===== src/rtl/seg7_pkg.sv =====
// seg7_pkg: shared definitions for the multiplexed 7-segment driver.
//   seg_t         7-bit segment vector {a,b,c,d,e,f,g}, active low
//   SEG_BLANK     all segments off
//   SEG_ALL_ON    all segments lit (lamp test)
//   GLYPH_TABLE   hex glyphs 0..F; code F renders blank
//   seg7_decode   nibble -> glyph lookup
package seg7_pkg;

  typedef logic [6:0] seg_t;

  localparam seg_t SEG_BLANK  = 7'b1111111;
  localparam seg_t SEG_ALL_ON = 7'b0000000;

  localparam seg_t GLYPH_TABLE [16] = '{
    7'b0000001, 7'b1001111, 7'b0010010, 7'b0000110,
    7'b1001100, 7'b0100100, 7'b1100000, 7'b0001111,
    7'b0000000, 7'b0001100, 7'b1110010, 7'b1100110,
    7'b1011100, 7'b0110100, 7'b1110000, 7'b1111111
  };

  function automatic seg_t seg7_decode(input logic [3:0] nibble);
    return GLYPH_TABLE[nibble];
  endfunction

endpackage


===== src/rtl/seg7_glyph.sv =====
// seg7_glyph: combinational hex nibble to active-low segment pattern.
//   i_nibble  4-bit hex code
//   o_seg     {a,b,c,d,e,f,g}, active low
module seg7_glyph
  import seg7_pkg::*;
(
  input  logic [3:0] i_nibble,
  output logic [6:0] o_seg
);

  always_comb begin
    o_seg = seg7_decode(i_nibble);
  end

endmodule


===== src/rtl/seg7_scan_driver.sv =====
// seg7_scan_driver: time-multiplexed N-digit common-anode display driver.
//   clk, rst   system clock (rising edge), asynchronous active-high reset
//   data_in    hex nibbles, digit 0 in bits [3:0]; captured when load=1
//   load       capture strobe for data_in (and dp_in)
//   lt_n       lamp test, active low
//   bi_n       blanking input, active low; highest priority
//   rbi_n      ripple-blank input, active low; enables leading-zero suppression
//   seg        shared segment bus {a..g}, active low, registered
//   an         digit enables, active low, one-hot-low, registered
//   rbo_n      0 when every digit above digit 0 is suppressed, registered
// Optional macro SEG7_DP_EN adds dp_in (per-digit decimal point, captured
// with load) and dp_n (active-low decimal point, registered with seg).
module seg7_scan_driver
  import seg7_pkg::*;
#(
  parameter int unsigned N_DIGITS = 4,
  parameter int unsigned SCAN_DIV = 1000
) (
  input  logic                  clk,
  input  logic                  rst,
  input  logic [4*N_DIGITS-1:0] data_in,
  input  logic                  load,
  input  logic                  lt_n,
  input  logic                  bi_n,
  input  logic                  rbi_n,
`ifdef SEG7_DP_EN
  input  logic [N_DIGITS-1:0]   dp_in,
  output logic                  dp_n,
`endif
  output logic [6:0]            seg,
  output logic [N_DIGITS-1:0]   an,
  output logic                  rbo_n
);

  localparam int unsigned IDX_W = (N_DIGITS > 1) ? $clog2(N_DIGITS) : 1;
  localparam int unsigned CNT_W = $clog2(SCAN_DIV);

  logic [4*N_DIGITS-1:0] r_data;
  logic [CNT_W-1:0]      r_scan_cnt;
  logic [IDX_W-1:0]      r_dig_idx;
  logic [6:0]            r_seg;
  logic [N_DIGITS-1:0]   r_an;
  logic                  r_rbo_n;

  logic                  w_wrap;
  logic                  w_zero_hi;
  logic                  w_all_sup;
  logic [N_DIGITS-1:0]   w_sup;
  logic [3:0]            w_nib;
  logic                  w_sup_cur;
  logic [6:0]            w_glyph;
  logic [6:0]            w_seg_nxt;
  logic [N_DIGITS-1:0]   w_an_nxt;
  logic                  w_rbo_nxt;

  assign w_wrap = (r_scan_cnt == CNT_W'(SCAN_DIV - 1));

  // Walk from the most significant digit down: a digit is suppressed while
  // it and every nibble above it are zero. Digit 0 is never suppressed.
  always_comb begin
    w_sup     = '0;
    w_zero_hi = 1'b1;
    w_all_sup = 1'b1;
    for (int unsigned i = N_DIGITS - 1; i >= 1; i--) begin
      w_zero_hi = w_zero_hi & (r_data[4*i +: 4] == 4'h0);
      w_sup[i]  = ~rbi_n & w_zero_hi;
      w_all_sup = w_all_sup & w_sup[i];
    end
  end

  // A single-digit display has no upper digits to suppress.
  assign w_rbo_nxt = (N_DIGITS > 1) ? ~w_all_sup : 1'b1;

  always_comb begin
    w_nib     = 4'h0;
    w_sup_cur = 1'b0;
    for (int unsigned i = 0; i < N_DIGITS; i++) begin
      if (r_dig_idx == IDX_W'(i)) begin
        w_nib     = r_data[4*i +: 4];
        w_sup_cur = w_sup[i];
      end
    end
  end

  seg7_glyph u_glyph (
    .i_nibble (w_nib),
    .o_seg    (w_glyph)
  );

  always_comb begin
    w_seg_nxt = w_sup_cur ? SEG_BLANK : w_glyph;
    w_an_nxt  = ~(N_DIGITS'(1) << r_dig_idx);
    if (!bi_n) begin
      w_seg_nxt = SEG_BLANK;
      w_an_nxt  = '1;
    end else if (!lt_n) begin
      w_seg_nxt = SEG_ALL_ON;
    end
  end

  always_ff @(posedge clk or posedge rst) begin
    if (rst) begin
      r_data     <= '0;
      r_scan_cnt <= '0;
      r_dig_idx  <= '0;
      r_seg      <= SEG_BLANK;
      r_an       <= '1;
      r_rbo_n    <= 1'b1;
    end else begin
      if (load) begin
        r_data <= data_in;
      end
      if (w_wrap) begin
        r_scan_cnt <= '0;
        r_dig_idx  <= (r_dig_idx == IDX_W'(N_DIGITS - 1)) ? '0 : r_dig_idx + IDX_W'(1);
      end else begin
        r_scan_cnt <= r_scan_cnt + CNT_W'(1);
      end
      r_seg   <= w_seg_nxt;
      r_an    <= w_an_nxt;
      r_rbo_n <= w_rbo_nxt;
    end
  end

  assign seg   = r_seg;
  assign an    = r_an;
  assign rbo_n = r_rbo_n;

`ifdef SEG7_DP_EN
  logic [N_DIGITS-1:0] r_dp;
  logic                r_dp_n;
  logic                w_dp_bit;
  logic                w_dp_n_nxt;

  always_comb begin
    w_dp_bit = 1'b0;
    for (int unsigned i = 0; i < N_DIGITS; i++) begin
      if (r_dig_idx == IDX_W'(i)) begin
        w_dp_bit = r_dp[i];
      end
    end
  end

  // Decimal point follows blank/lamp-test priority but ignores suppression.
  always_comb begin
    w_dp_n_nxt = ~w_dp_bit;
    if (!bi_n) begin
      w_dp_n_nxt = 1'b1;
    end else if (!lt_n) begin
      w_dp_n_nxt = 1'b0;
    end
  end

  always_ff @(posedge clk or posedge rst) begin
    if (rst) begin
      r_dp   <= '0;
      r_dp_n <= 1'b1;
    end else begin
      if (load) begin
        r_dp <= dp_in;
      end
      r_dp_n <= w_dp_n_nxt;
    end
  end

  assign dp_n = r_dp_n;
`endif

endmodule


===== config.mk =====
export PLATFORM = sky130hd
export DESIGN_NAME = seg7_scan_driver
export DESIGN_NICKNAME = d
export VERILOG_FILES = /design/src/rtl/seg7_pkg.sv /design/src/rtl/seg7_glyph.sv /design/src/rtl/seg7_scan_driver.sv
export SDC_FILE = /design/constraint.sdc
export NUM_CORES = 1
export LEC_CHECK = 0
export BUFFER_PORTS_ARGS = -buffer_cell sky130_fd_sc_hd__clkbuf_2
export CAP_MARGIN = 10
export CORE_ASPECT_RATIO = 1.25
export CORE_MARGIN = 2
export CORE_UTILIZATION = 37
export CTS_CLUSTER_SIZE = 14
export DETAILED_ROUTE_END_ITERATION = 12
export GPL_TIMING_DRIVEN = 0
export PLACE_DENSITY = 0.65
export SLEW_MARGIN = 10
export SYNTH_ARGS = -nofsm -noshare
export SYNTH_HDL_FRONTEND = slang
export SYNTH_SLANG_ARGS = --single-unit

===== constraint.sdc =====
create_clock -name clk -period 5.95 [get_ports clk]
set_clock_uncertainty 0.15 [all_clocks]
set_input_delay 0.2975 -clock clk [delete_from_list [all_inputs] [get_ports clk]]
set_output_delay 0.2975 -clock clk [all_outputs]
set_load 0.01 [all_outputs]

==> implementation parameters, run 1 <==
Parameter                              Value

Clocking
  CTS Buf Count ... 5
  CTS max path bufs ... 2
  Clock root buffer ... sky130_fd_sc_hd__clkbuf_8
  Post-CTS Setup Repair Bufs ... 0
  Number of sinks on the clock net ... 40
  Post-CTS clock slew at the launch and capture registers of the worst setup and hold paths ... about 0.08 ns
  Clk Latency, worst-skew pair ... around 0.29 ns
  Clock tree from TritonCTS ... built
  CTS resizes ... 0
  Post-CTS Hold Buffers ... 1
  H-Tree Level Count ... 2

Critical path
  Critical path data required time ... about 6 ns
  Largest fanout on the critical path ... 6
  Reg-to-reg setup timing slack ... around 3.4 ns
  Arrival time reported for the critical path endpoint ... about 2.7 ns
  Critical R2R Capture ... seg[5]
  Path depth of the worst reg2reg path ... 10
  Launching element type of the critical path ... register
  Launch instance of the worst register-to-register path ... r_dig_idx[0]
  Type of the setup path with the least slack ... register to register
  Capture point of the worst path ... seg[5]
  Critical Path Sink Type ... register
  Worst setup path startpoint ... r_dig_idx[0]

Yosys
  Total nets after synthesis ... ~210
  Synth Cell Area ... about 0.0020 mm^2
  Share of synthesized area occupied by flip-flops and latches ... 50.1%
  Count of warnings emitted by yosys ... 0
  Synthesized netlist cell count ... 180
  Seq cells post-synth ... 40
  Top post-synthesis cells by area ... sky130_fd_sc_hd__dfrtp_1, sky130_fd_sc_hd__dfstp_2, sky130_fd_sc_hd__mux2_2
  Avg Synthesized Cell Area ... 11.3 um^2
  Yosys cell types ... 39
  Share of the synthesized area in the top cell type ... ~35%
  Synth area leader ... sky130_fd_sc_hd__dfrtp_1

Die
  Core region area ... about 0.0054 mm^2
  Placement Rows ... 30
  Initial Util ... a little under two fifths
  Die area ... around 0.006 mm^2
  Top-level I/O count ... 34
  Vertical die dimension ... just under 90 um
  Die X ... 70.2 um

Placement
  Worst setup slack before clock tree synthesis ... about 3.4 ns
  Weighted congestion reported at the end of routability-driven placement ... between 0.8 and 0.9
  Final HPWL DP ... ~2900 um
  Port buffer count ... 32

Hold path
  Worst hold path type ... input pin to register

Run
  Number of maximum-capacitance constraint violations ... 0

Detailed routing
  DR WL/cell ... 12.9 um
  Number of antenna-violating nets in the routed design ... 0
  Final wirelength ... between 3000 and 4000 um
  Detailed-route via count ... ~1.4k
  DRC violations left ... 0
  Ratio of routed vias to standard cells ... between 5 and 6
  First drt pass iteration count ... 4
  Detailed Route Iter0 Violations ... 40

Layout
  Area delta synth->final ... 18.0%
  Nets@finish ... between 200 and 300
  Commonest non-fill, non-tap cells in the layout ... sky130_fd_sc_hd__clkbuf_2, sky130_fd_sc_hd__dfrtp_1, sky130_fd_sc_hd__nand2_1
  Share of final-layout standard cells stronger than drive strength 1 ... roughly a third
  Fill cell instance count of the final layout ... slightly above 500
  Diode count ... 0
  Most frequent standard cell in the layout excluding fill and tap cells ... sky130_fd_sc_hd__clkbuf_2

Global route
  Met3 track utilization from global routing ... under 10%
  Antenna violations before repair ... 0
  Met2 track demand over resource in global routing ... between 20% and 30%
  Number of global-route vias before repair ... 1,424
  Busiest layer in global routing ... met2
  Global-route wire length before repair ... roughly 6500 um
  Largest net degree at the start of global routing ... 27
  Remaining global-route overflow ... 0
  Global-route usage over all layers ... 13.8%
  Met1 GRT Util ... 15.5%

Timing
  Hold Fails Final Rpt ... 0
  Number of pins with negative max-slew slack in the final report ... 0
  Measured slew at the worst slew-check pin ... slightly above 0.8 ns
  Unrepaired setup endpoints after global routing ... false
  # setup viols final ... 0
  Time the worst path needs with I/O delays and setup ... around 2.6 ns
  Total Neg Setup Slack ... 0 ns
  Portion of the clock cycle consumed by the worst path in the final layout ... a little over two fifths
  Final worst-path setup slack ... 3.36 ns
  Maximum frequency from static timing analysis ... roughly 390 MHz
  Relative slew slack ... 44.9%

Pwr
  Part of the total power dissipated in combinational logic ... a little over an eighth
  Design internal power ... 0.421 mW
  Power after layout ... about 0.56 mW
  Sw Pwr ... roughly 0.14 mW
  Proportion of total power due to net switching ... roughly a quarter
  Lkg Pwr ... approximately 1.1 nW
  Power Density ... roughly 230 mW/mm^2
  VDD IR-drop max ... 0.0954 mV
  Part of the power in the clock network ... between 30% and 40%
  Sequential power share ... approximately 54%

Run status
  Result of the run ... completed
cell families (layout without fill, tap and decap cells):
logic type,Yosys count,count (layout),share of synthesized area (%)
buf+inv,18,60,3.95
simple gates,57,57,15.4
fa+ha+maj,10,10,6.17
flops,40,40,50.1
mux,20,20,10.8
xor+xnor,6,6,2.59
compound gates,29,29,11.0
stage by stage:
stage                     hold WS, ns  instances  instance area, um^2  utilization (%)
after floorplan                 0.256        180                 2030                -
after global placement          0.324        276                 2270             42.3
after detailed placement        0.120        277                 2290             42.6
after CTS                      0.0667        286                 2390             44.6
after global routing           0.0731        286                 2390             44.6
final                          0.0685        286                 2390             44.6
power groups by stage:
stage	sequential [mW]	clock, mW	combinational [mW]
global placement	0.305	0	0.0715
detailed placement	0.306	0	0.0746
CTS	0.301	0.194	0.0752
global route	0.303	0.206	0.0835
finish	0.300	0.186	0.0735
floorplan	0.306	0	0.0485
registers in the layout, indices dropped and copies added, names as in the netlist:
name / cells
r_data: 16
an: 4
r_dig_idx: 2
r_scan_cnt: 10
rbo_n: 1
seg: 7
worst max-delay path: stages, from the launching register on:
cell and delay [ns]:
sky130_fd_sc_hd__dfrtp_1 0.42, sky130_fd_sc_hd__inv_1 0.10, sky130_fd_sc_hd__ha_1 0.31, sky130_fd_sc_hd__nand3b_1 0.15, sky130_fd_sc_hd__a221oi_2 0.47, sky130_fd_sc_hd__inv_1 0.16
sky130_fd_sc_hd__ha_1 0.24, sky130_fd_sc_hd__inv_1 0.06, sky130_fd_sc_hd__mux2i_1 0.06, sky130_fd_sc_hd__mux2_2 0.28, sky130_fd_sc_hd__o21ai_1 0.12
area by class of cell:
cell class | count | area, um^2 | share of cell area [%]
Timing Repair Buffer | 34 | 190 | 7.95
Clock inverter | 1 | 7.51 | 0.314
Buffer | 6 | 35.0 | 1.46
Tap cell | 64 | 80.1 | 3.35
Inverter | 12 | 45.0 | 1.88
Multi-Input combinational cell | 122 | 932 | 39.0
Sequential cell | 40 | 1020 | 42.5
Clock buffer | 7 | 86.3 | 3.61
how the worst min path moves through the flow:
stage / to / slack, ns / cells after the start / start
after floorplan: seg[2] / 0.26 / 2 / lt_n
after global placement: r_scan_cnt[9] / 0.32 / 1 / r_scan_cnt[9]
after detailed placement: r_data[14] / 0.12 / 2 / rst
after CTS: r_data[13] / 0.07 / 3 / data_in[13]
after global routing: r_data[9] / 0.07 / 2 / data_in[9]
final: r_data[13] / 0.07 / 3 / data_in[13]
synthesized netlist by cell type, drive strengths merged:
| library cell | instances |
|---|---|
| and2 | 1 |
| ha | 10 |
| a21boi | 1 |
| mux2 | 15 |
| a21oi | 1 |
| nand2b | 1 |
| nand4 | 2 |
| a221oi | 3 |
| o31ai | 1 |
| o21ai | 14 |
| o211a | 1 |
| nor4 | 3 |
| nor3b | 5 |
| nand2 | 17 |
| buf | 3 |
| dfrtp | 28 |
| nor2b | 2 |
| nor3 | 3 |
| nand3b | 4 |
| dfstp | 12 |
| nand3 | 5 |
| a211oi | 6 |
| xor2 | 4 |
| o211ai | 1 |
| and3 | 3 |
| a221o | 1 |
| clkbuf | 3 |
| xnor2 | 2 |
| mux2i | 5 |
| nor2 | 11 |
| inv | 12 |
layer usage:
layer	routed length, um	part of all wire [%]
met1	1600	43
met2	1880	51
met3	145	3.9
met4	76	2.1
met5	0	0
(Power assumes the default switching activity.)
==> run 2: changes to the inputs <==
--- a/config.mk
+++ b/config.mk
@@ -13,7 +13,7 @@
 export CTS_CLUSTER_SIZE = 14
 export DETAILED_ROUTE_END_ITERATION = 12
 export GPL_TIMING_DRIVEN = 0
-export PLACE_DENSITY = 0.65
+export PLACE_DENSITY = 0.67
 export SLEW_MARGIN = 10
 export SYNTH_ARGS = -nofsm -noshare
 export SYNTH_HDL_FRONTEND = slang
==> constraint.sdc (replaced) <==
create_clock -name clk -period 2.1 [get_ports clk]
set_clock_uncertainty 0.15 [all_clocks]
set_input_delay 0.105 -clock clk [delete_from_list [all_inputs] [get_ports clk]]
set_output_delay 0.105 -clock clk [all_outputs]
set_load 0.01 [all_outputs]
==> run 2 against run 1 <==
Maximum frequency is 14% higher. Core utilization rose by 8.8 points. Worst setup slack worse by 3.5 ns. Combinational power rose to 4.1 times the previous value. Wire length grew 19%. The flow now finishes with violations (setup timing). Largest power group unchanged. Register-to-register slack worse by 3.5 ns. Critical endpoint unchanged.
==> implementation parameters, run 2 (same netlist as run 1, synthesis figures left out) <==
Parameter                              Value

Pwr
  Lkg Pwr ... 1.23 nW (+15%)
  Part of the total power dissipated in combinational logic ... 18.1% (+5.0 points)
  VDD IR-drop max ... 0.373 mV (+290%)
  Sequential power share ... 51.7% (-1.9 points)
  Proportion of total power due to net switching ... 26.4% (+1.6 points)
  Power Density ... 578 mW/mm^2 (+150%)
  Design internal power ... 1.22 mW (+190%)
  Sw Pwr ... 0.437 mW (+210%)
  Part of the power in the clock network ... 30.2% (-3.0 points)

Layout
  Core utilization of the finished layout ... 53.3% (+8.8 points)
  Largest register by flop count ... r_data
  Fill cell instance count of the final layout ... 488 (-6.0%)
  Share of final-layout standard cells stronger than drive strength 1 ... 45.3% (+10 points)
  Cell area after layout ... 0.00286 mm^2 (+20%)
  Diode count ... 0 (unchanged)
  Area delta synth->final ... 41.1%
  Commonest non-fill, non-tap cells in the layout ... sky130_fd_sc_hd__clkbuf_2, sky130_fd_sc_hd__dfrtp_1, sky130_fd_sc_hd__dlygate4sd3_1
  Most frequent standard cell in the layout excluding fill and tap cells ... sky130_fd_sc_hd__clkbuf_2
  Nets@finish ... 285 (+13%)
  Number of flip-flops under the largest register name ... 16 (unchanged)

Timing
  Final worst-path setup slack ... -0.168 ns (-3.53 ns)
  Number of pins with negative max-slew slack in the final report ... 0 (unchanged)
  Measured slew at the worst slew-check pin ... 0.819 ns (-0.00133 ns)
  # setup viols final ... 6 (+6)
  Portion of the clock cycle consumed by the worst path in the final layout ... 108% (+64 points)
  Relative slew slack ... 45.3% (+0.46 points)
  Hold Fails Final Rpt ... 0 (unchanged)
  Time the worst path needs with I/O delays and setup ... 2.27 ns (-0.323 ns)
  Unrepaired setup endpoints after global routing ... true
  Maximum frequency from static timing analysis ... 441 MHz (+14%)

Clocking
  H-Tree Level Count ... 2 (unchanged)
  CTS Buf Count ... 5 (unchanged)
  Post-CTS clock slew at the launch and capture registers of the worst setup and hold paths ... 0.09 ns (about the same)
  Clk Latency, worst-skew pair ... 0.30 ns (about the same)
  CTS max path bufs ... 2 (unchanged)
  Number of sinks on the clock net ... 40 (unchanged)
  Clock root buffer ... sky130_fd_sc_hd__clkbuf_8
  Clock tree from TritonCTS ... built

Global route
  Antenna violations before repair ... 0 (unchanged)
  Global-route wire length before repair ... 7250 um (+11%)
  Largest net degree at the start of global routing ... 41 (+52%)
  Number of global-route vias before repair ... 1,608 (+13%)
  Global-route usage over all layers ... 15.3% (+1.5 points)
  Remaining global-route overflow ... 0 (unchanged)

Die
  Die area ... 0.00609 mm^2 (unchanged)
  Vertical die dimension ... 86.8 um (unchanged)
  Initial Util ... 37.8% (unchanged)
  Core region area ... 0.00537 mm^2 (unchanged)
  Die X ... 70.2 um (unchanged)
  Placement Rows ... 30 (unchanged)
  Top-level I/O count ... 34 (unchanged)

Detailed routing
  DRC violations left ... 0 (unchanged)
  Ratio of routed vias to standard cells ... 5.02 (+0.30%)
  DR WL/cell ... 13.8 um (+6.7%)
  First drt pass iteration count ... 4 (unchanged)
  Detailed Route Iter0 Violations ... 55 (+38%)
  Number of antenna-violating nets in the routed design ... 0 (unchanged)
  Detailed-route via count ... 1,597 (+12%)
  Final wirelength ... 4390 um (+19%)

Placement
  Port buffer count ... 32 (unchanged)
  Final HPWL DP ... 2800 um (-2.5%)
  Area post-placement ... 0.00230 mm^2 (+0.38%)
  Weighted congestion reported at the end of routability-driven placement ... 0.731 (-9.4%)

Run status
  Violated checks ... setup timing
  Result of the run ... finished with violations

Critical path
  Type of the setup path with the least slack ... register to register
  Arrival time reported for the critical path endpoint ... 2.35 ns (-0.31 ns)
  Critical path data required time ... 2.18 ns (-3.84 ns)
  Critical Path Sink Type ... register
  Largest fanout on the critical path ... 6 (unchanged)
  Launching element type of the critical path ... register

Run
  Number of maximum-capacitance constraint violations ... 0 (unchanged)

Hold path
  Worst hold path type ... input pin to register
-- run 2: area by class of cell --
type	count	area, um^2	share of cell area (%)
Buffer	4	26.3	0.918
Tap cell	64	80.1	2.80
Timing Repair Buffer	68	492	17.2
Clock inverter	2	11.3	0.393
Inverter	12	50.0	1.75
Clock buffer	6	72.6	2.53
Sequential cell	40	1020	35.6
Multi-Input combinational cell	122	1110	38.9
-- run 2: metal layers --
| layer | vias to the layer above | share of wire, % | global-route usage [%] |
|---|---|---|---|
| li1 | 775 | - | - |
| met1 | 774 | 40 | 16.8 |
| met2 | 37 | 54 | 28.2 |
| met3 | 11 | 3.6 | 3.26 |
| met4 | 0 | 2.2 | 6.64 |
| met5 | - | 0 | 0 |
-- run 2: worst paths after layout --
kind / cells past startpoint / slack, ns / endpoint / startpoint
max: 10 / -0.17 / seg[5] / r_dig_idx[1]
min: 2 / 0.23 / r_data[5] / load
max reg2reg: 10 / -0.17 / seg[5] / r_dig_idx[1]
min reg2reg: 1 / 0.35 / r_scan_cnt[9] / r_scan_cnt[9]
max in group asynchronous: 3 / 0.88 / r_dig_idx[0] / rst
min in group asynchronous: 3 / 0.35 / r_data[2] / rst
-- run 2: power by group through the flow --
stage	Clock, mW	Combinational, mW	Sequential (mW)
2_1_floorplan	0	0.143	0.868
3_3_place_gp	0	0.208	0.866
3_5_place_dp	0	0.213	0.868
4_1_cts	0.511	0.281	0.854
5_1_grt	0.561	0.330	0.861
6_report	0.500	0.300	0.856
-- run 2: what timing repair did --
action                                  in CTS  in global routing
buffers inserted                            14                  2
endpoints found under the setup margin       7                  9
gates resized for setup                     29                 12
pin swaps                                    8                  7
hold endpoints to repair                    52                  0
hold buffers                                20                  0
-- run 2: through the flow --
stage               power (mW)  setup TNS, ns  setup slack [ns]  hold WS, ns  instances
CTS                       1.65         -0.504            -0.158        0.233        316
global route              1.75          -1.18            -0.241        0.256        318
detailed placement        1.08          -1.41            -0.353        0.151        276
finish                    1.66         -0.644            -0.168        0.232        318
floorplan                 1.01         -0.220            -0.103       0.0632        180
global placement          1.07          -1.20            -0.294        0.175        276
-- run 2: critical path, cell delays in order (launching register included) --
cell and delay [ns]:
sky130_fd_sc_hd__dfrtp_2 0.45, sky130_fd_sc_hd__inv_4 0.07, sky130_fd_sc_hd__ha_4 0.18, sky130_fd_sc_hd__nand3b_1 0.18
sky130_fd_sc_hd__a221o_1 0.38, sky130_fd_sc_hd__buf_4 0.17, sky130_fd_sc_hd__ha_4 0.15, sky130_fd_sc_hd__inv_2 0.04
sky130_fd_sc_hd__mux2i_1 0.06, sky130_fd_sc_hd__mux2_4 0.27, sky130_fd_sc_hd__o21ai_2 0.11
